--- src/rtl/stream_demux_n.sv ---
// -----------------------------------------------------------------------------
// stream_demux_n
//   Routes one valid/ready input stream to one of N_OUT output streams chosen
//   by in_sel. Each output channel owns a one-entry register, so a beat
//   appears on its channel exactly one cycle after it is accepted. With
//   PKT_MODE=1 the route chosen on the first beat of a packet is held until
//   the in_last beat. Beats aimed at a channel that does not exist are
//   swallowed, and err_sel flags them.
//
// Parameters
//   WIDTH     data width per channel
//   N_OUT     number of output channels (2..16)
//   SEL_W     select width, >= clog2(N_OUT)
//   INACTIVE  value shown on out_data of any channel whose out_valid is 0
//   PKT_MODE  1: route locked per packet, 0: route chosen per beat
//
// Ports
//   clk        rising-edge clock
//   rst        synchronous active-high reset
//   in_data    input beat data
//   in_sel     target channel, sampled when a beat is accepted
//   in_last    last beat of a packet (only used when PKT_MODE=1)
//   in_valid   input beat present
//   in_ready   block accepts a beat this cycle (combinational)
//   out_data   channel k data in bits [k*WIDTH +: WIDTH]
//   out_valid  channel k holds a beat
//   out_ready  consumer k takes its beat
//   busy       high while a packet is locked or being dropped
//   err_sel    one-cycle pulse after a beat with an out-of-range route
// -----------------------------------------------------------------------------
module stream_demux_n #(
    parameter int               WIDTH    = 8,
    parameter int               N_OUT    = 4,
    parameter int               SEL_W    = 2,
    parameter logic [WIDTH-1:0] INACTIVE = '0,
    parameter bit               PKT_MODE = 1'b1
) (
    input  logic                   clk,
    input  logic                   rst,
    input  logic [WIDTH-1:0]       in_data,
    input  logic [SEL_W-1:0]       in_sel,
    input  logic                   in_last,
    input  logic                   in_valid,
    output logic                   in_ready,
    output logic [N_OUT*WIDTH-1:0] out_data,
    output logic [N_OUT-1:0]       out_valid,
    input  logic [N_OUT-1:0]       out_ready,
    output logic                   busy,
    output logic                   err_sel
);

    typedef enum logic [1:0] {
        S_IDLE = 2'd0,
        S_LOCK = 2'd1,
        S_DROP = 2'd2
    } state_t;

    // One extra bit so N_OUT == 2**SEL_W still compares correctly.
    localparam logic [SEL_W:0] N_OUT_C = (SEL_W + 1)'(N_OUT);

    state_t             state_q, state_d;
    logic [SEL_W-1:0]   lock_sel_q, lock_sel_d;
    logic [N_OUT-1:0]   out_valid_q, out_valid_d;
    logic               err_q, err_d;
    logic [WIDTH-1:0]   data_q [N_OUT];
    logic [WIDTH-1:0]   data_d [N_OUT];

    logic [SEL_W-1:0]   route;
    logic               route_ok;
    logic [N_OUT-1:0]   route_hot;
    logic               ch_free;
    logic               accept;
    logic               fill;

    // -------------------------------------------------------------------------
    // Route selection and handshake
    // -------------------------------------------------------------------------
    always_comb begin
        route     = (state_q == S_LOCK) ? lock_sel_q : in_sel;
        route_ok  = ({1'b0, route} < N_OUT_C);
        route_hot = '0;
        for (int k = 0; k < N_OUT; k++) begin
            if (route == SEL_W'(k)) begin
                route_hot[k] = 1'b1;
            end
        end
        // A full channel that is draining this cycle can take the new beat
        // in the same cycle, so a streaming consumer sees no bubbles.
        ch_free  = |(route_hot & (~out_valid_q | out_ready));
        // Dropped beats never need space, so they are always accepted.
        in_ready = (state_q == S_DROP) || !route_ok || ch_free;
        accept   = in_valid && in_ready;
        fill     = accept && route_ok && (state_q != S_DROP);
    end

    // -------------------------------------------------------------------------
    // Channel registers: drain on out_ready, refill from the accepted beat.
    // Only the addressed channel changes; the others keep their contents.
    // -------------------------------------------------------------------------
    always_comb begin
        for (int k = 0; k < N_OUT; k++) begin
            out_valid_d[k] = (out_valid_q[k] && !out_ready[k]) || (fill && route_hot[k]);
            data_d[k]      = (fill && route_hot[k]) ? in_data : data_q[k];
        end
        // Inside a dropped packet only the first beat is reported.
        err_d = accept && !route_ok && (state_q != S_DROP);
    end

    // -------------------------------------------------------------------------
    // Packet FSM. With PKT_MODE=0 no transition is ever taken, so the state
    // stays IDLE and the route always follows in_sel.
    // -------------------------------------------------------------------------
    always_comb begin
        state_d    = state_q;
        lock_sel_d = lock_sel_q;
        if (PKT_MODE && accept) begin
            case (state_q)
                S_IDLE: begin
                    // A single-beat packet (in_last on the first beat) needs no lock.
                    if (!in_last) begin
                        state_d    = route_ok ? S_LOCK : S_DROP;
                        lock_sel_d = in_sel;
                    end
                end
                S_LOCK, S_DROP: begin
                    if (in_last) begin
                        state_d = S_IDLE;
                    end
                end
                default: state_d = S_IDLE;
            endcase
        end
    end

    // -------------------------------------------------------------------------
    // Registers. Control state is reset; channel data is not, because it is
    // masked to INACTIVE whenever the channel is empty.
    // -------------------------------------------------------------------------
    always_ff @(posedge clk) begin
        if (rst) begin
            state_q     <= S_IDLE;
            lock_sel_q  <= '0;
            out_valid_q <= '0;
            err_q       <= 1'b0;
        end else begin
            state_q     <= state_d;
            lock_sel_q  <= lock_sel_d;
            out_valid_q <= out_valid_d;
            err_q       <= err_d;
        end
    end

    always_ff @(posedge clk) begin
        data_q <= data_d;
    end

    // -------------------------------------------------------------------------
    // Outputs
    // -------------------------------------------------------------------------
    always_comb begin
        out_data = '0;
        for (int k = 0; k < N_OUT; k++) begin
            out_data[k*WIDTH +: WIDTH] = out_valid_q[k] ? data_q[k] : INACTIVE;
        end
    end

    assign out_valid = out_valid_q;
    assign busy      = (state_q != S_IDLE);
    assign err_sel   = err_q;

endmodule

--- config.mk ---
export PLATFORM = sky130hd
export DESIGN_NAME = stream_demux_n
export DESIGN_NICKNAME = d
export VERILOG_FILES = /design/src/rtl/stream_demux_n.sv
export SDC_FILE = /design/constraint.sdc
export NUM_CORES = 1
export LEC_CHECK = 0
export CAP_MARGIN = 20
export CELL_PAD_IN_SITES_DETAIL_PLACEMENT = 1
export CELL_PAD_IN_SITES_GLOBAL_PLACEMENT = 2
export CORE_MARGIN = 2
export CORE_UTILIZATION = 28
export DETAILED_ROUTE_END_ITERATION = 10
export PLACE_DENSITY_LB_ADDON = 0.25
export SKIP_CTS_REPAIR_TIMING = 1
export SYNTH_ARGS = -nofsm -noshare
export SYNTH_HDL_FRONTEND = slang
export SYNTH_SLANG_ARGS = --single-unit
--- constraint.sdc ---
create_clock -name clk -period 2.75 [get_ports clk]
set_input_delay 0.55 -clock clk [delete_from_list [all_inputs] [get_ports clk]]
set_output_delay 0.55 -clock clk [all_outputs]
set_load 0.02 [all_outputs]
==> results.md <==
| Group | Result | Reported |
|:---|:---|:---|
| clock tree | Clock net sink count | 39 |
| synthesis | XOR/XNOR share of the synthesized area | 0% |
| min path | End point of the worst hold path | lock_sel_q[1]$_SDFFE_PP0P_ |
| worst setup path | Worst Reg-to-Reg Cells | 6 |
| synthesis | Most frequent cells after synthesis | and2_1, edfxtp_1, dfxtp_1 |
| grt | Number of antenna violations at the first check in global routing | 0 |
| sta | Time the final worst path needs with I/O delays and setup | 2.46 ns |
| worst setup path | Worst-path fanout max | 6 |
| clock tree | Root buffer cell | clkbuf_8 |
| worst setup path | Critical path data required time | 2.20 ns |
| layout | Filler cell count | 587 |
| clock tree | Clock latency at the later pin of the worst-skew pair | 0.28 ns |
| min path | WHS Path Cells | 2 |
| grt | Number of global-route vias before repair | 1110 |
| sta | Setup-violating endpoint count in the final report | 0 |
| power and ir drop | Flop pwr share | 55.9% |
| worst setup path | Critical register-to-register path startpoint | state_q[0]$_SDFFE_PP0P_ |
| power and ir drop | Power density over cell area | 507 mW/mm^2 |
| route | Number of DRC violations after detailed-routing iteration 0 | 57 |
| floorplan | Horiz. Die Dim | 79.1 um |
| sta | Worst slack on hold paths | 0.486 ns |
| layout | Final net count | 200 |
| synthesis | Top cell type's share of synthesized area | 60.8% |
| route | First-pass detailed-route iteration total | 4 |
| grt | Congestion Overflow GR | 0 |
| grt | GRT Resource Usage Total | 12.5% |
| sta | Clock Skews | 0.00833 ns |
| layout | Final instance count without filler cells | 255 |
| sta | Final hold viol count | 0 |
| synthesis | Most frequently used flop master after synthesis | edfxtp_1 |
| clock tree | Clock tree buffer depth | 2 |
| floorplan | Die area | 0.00626 mm^2 |
| power and ir drop | Logic gate share of total power | 14.0% |
| synthesis | Mean post-synth cell area | 14.2 um^2 |
| floorplan | Area of the placeable core | 0.00547 mm^2 |
| synthesis | Combinational family with the most area after synthesis | simple AND/OR/NAND/NOR gates |
| worst setup path | CP Capture Type | primary output |
| route | Vias post-DR | 1108 |
| synthesis | Synth Warn # | 0 |
| power and ir drop | Total power of the final layout | 1210 uW |
| synthesis | Count of flip-flops with a built-in enable after synthesis | 32 |
| route | Routed wire length | 3700 um |
| grt | Maximum number of pins on one net before global-route repair | 13 |
| status | Status | completed |
| synthesis | Total nets after synthesis | 129 |
| floorplan | IO Count | 57 |
| synthesis | Count of different cell masters after synthesis | 27 |
| floorplan | Die boundary height | 79.1 um |
| worst setup path | Worst R2R End | data_q[13]$_DFFE_PP_ |
| power and ir drop | Int Power | 930 uW |
| sta | Ratio of final minimum period to clock period | 89.6% |
| flow run | Max-Cap Viols | 0 |
| placement | Setup slack after placement | -0.172 ns |
| grt | Global-route wire length before repair | 5850 um |
| layout | Post-Layout Inst Area | 0.00238 mm^2 |
| route | Wire length per cell | 14.5 um |
| power and ir drop | Leak | 0.000844 uW |
| worst setup path | Worst setup slack for register-to-register paths | 0.74 ns |
| placement | Placed Cells incl. Taps | 247 |
| min path | Class of the tightest hold or removal check | flip-flop to flip-flop |
| synthesis | Post-synth top area cell | edfxtp_1 |
| synthesis | Post-Synthesis Cell Area | 0.00158 mm^2 |
| synthesis | Compound-cell area share of the yosys netlist | 3.64% |
| worst setup path | Sort of element at the start of the critical path | primary input |
| placement | HPWL after DPL | 2820 um |
| synthesis | Gate count of the mapped netlist | 111 |
| placement | Port Buffers | 55 |
| synthesis | Post-synth ARST share | 0% |
| synthesis | Post-synthesis simple-gate area fraction | 21.9% |
| clock tree | TritonCTS clock tree | yes |
| sta | Post-layout worst setup margin | 0.285 ns |
| synthesis | Share of synthesized cell area in full adder, half adder and majority cells | 0% |
| clock tree | Total CTS buffers | 5 |
| sta | Max Clock Freq | 406 MHz |
| placement | Routability-driven placement congestion ratio | 0.722 |
| power and ir drop | Switching Fraction | 23.1% |
| floorplan | Cell Rows | 27 |
| route | Post-route ant nets | 0 |
| layout | Ant. Diodes | 0 |
| route | Residual DRC | 0 |
| clock tree | H-Tree Depth | 2 |
| sta | Final Slew Violations | 0 |
| synthesis | Area contributors post-synth | edfxtp_1, and2_1, dfxtp_1 |
| synthesis | FF+latch count, synth | 39 |
| power and ir drop | Clock power share | 30.2% |
| sta | Setup repair after global routing missed its margin | false |
| power and ir drop | Worst supply voltage drop on vdd | 0.215 mV |
| layout | Share of cells above drive strength 1 | 14.8% |
| placement | Post-detailed-placement cell area | 0.00229 mm^2 |
| route | Post-detailed-route via-to-cell ratio | 4.35 |
| synthesis | Multiplexer share of the synthesized area | 3.48% |
| synthesis | Share of the yosys chip area belonging to registers | 69.7% |
| worst setup path | Data arrival time of the worst path | 1.91 ns |
| power and ir drop | Net switching component of the power | 279 uW |
| clock tree | CTS clk-pin slew, worst paths | 0.07 ns |
| floorplan | Initial Utilization | 28.9% |
| worst setup path | Crit path kind | primary input to primary output |
| layout | Layout overhead on the synthesized area | 50.8% |
| min path | Worst hold path startpoint | lock_sel_q[1]$_SDFFE_PP0P_ |
==> area by class of cell <==
| class | count | area, um^2 | area share, % |
|---|---|---|---|
| Sequential cell | 39 | 1100 | 46.2 |
| Clock inverter | 2 | 12.5 | 0.525 |
| Timing Repair Buffer | 66 | 636 | 26.7 |
| Clock buffer | 6 | 72.6 | 3.05 |
| Tap cell | 72 | 90.1 | 3.78 |
| Multi-Input combinational cell | 70 | 470 | 19.7 |
==> metrics by stage <==
stage | TNS, ns | util, %
CTS | -0.174 | 43.3
global placement | -0.119 | 41.8
global route | 0 | 43.5
detailed placement | -0.172 | 41.8
floorplan | 0 | -
finish | 0 | 43.5
==> critical path: stages <==
cell and delay, ns:
clkdlybuf4s50_1 0.46, mux2i_4 0.24, mux2i_1 0.25, or2_4 0.15
nand2_1 0.05, dlymetal6s2s_1 0.21
==> how the worst max path moves through the flow <==
| stage | to | start |
|---|---|---|
| 2_1_floorplan | data_q[24]$_DFFE_PP_ | state_q[0]$_SDFFE_PP0P_ |
| 3_3_place_gp | in_ready | in_sel[0] |
| 3_5_place_dp | in_ready | in_sel[0] |
| 4_1_cts | in_ready | in_sel[0] |
| 5_1_grt | in_ready | in_sel[0] |
| 6_report | in_ready | in_sel[0] |
==> state kept, by name, indices dropped and copies added, names as in the netlist <==
| register | count |
|---|---|
| data_q | 32 |
| state_q | 1 |
| out_valid | 4 |
| lock_sel_q | 2 |
==> cell usage in the layout (no fill, tap or decap), types with 2 or more instances in the layout <==
cell type / Yosys / final
a21oi_1: 4 / 4
and2_1: 32 / 32
and2b_2: 2 / 2
buf_4: 1 / 11
clkbuf_8: 0 / 5
clkdlybuf4s50_1: 0 / 54
dfxtp_1: 7 / 7
edfxtp_1: 32 / 32
mux2i_1: 3 / 3
nand2_1: 4 / 4
nand2b_1: 3 / 3
nor2_1: 4 / 4
nor2b_1: 2 / 2
or2b_2: 2 / 2
==> power by group through the flow <==
stage | logic [uW] | registers (uW) | clock network (uW)
global route | 182 | 678 | 399
global placement | 167 | 687 | 0
finish | 169 | 675 | 365
floorplan | 69.3 | 692 | 0
CTS | 171 | 675 | 380
detailed placement | 170 | 688 | 0
==> per-layer routing <==
| layer | vias up | share of wire, % | global-route usage, % |
|---|---|---|---|
| met5 | - | 0 | 0 |
| met3 | 2 | 4.9 | 3.64 |
| met4 | 0 | 0.41 | 3.62 |
| met2 | 31 | 50 | 20.5 |
| li1 | 524 | - | - |
| met1 | 551 | 45 | 16.0 |
==> cell families (layout without fill, tap and decap cells) <==
family,after synthesis,count (layout)
buf+inv,2,74
simple gates,55,55
compound gates,9,9
other cells,1,1
flops,39,39
mux,5,5
No activity file was read; power rests on OpenSTA's default activity.
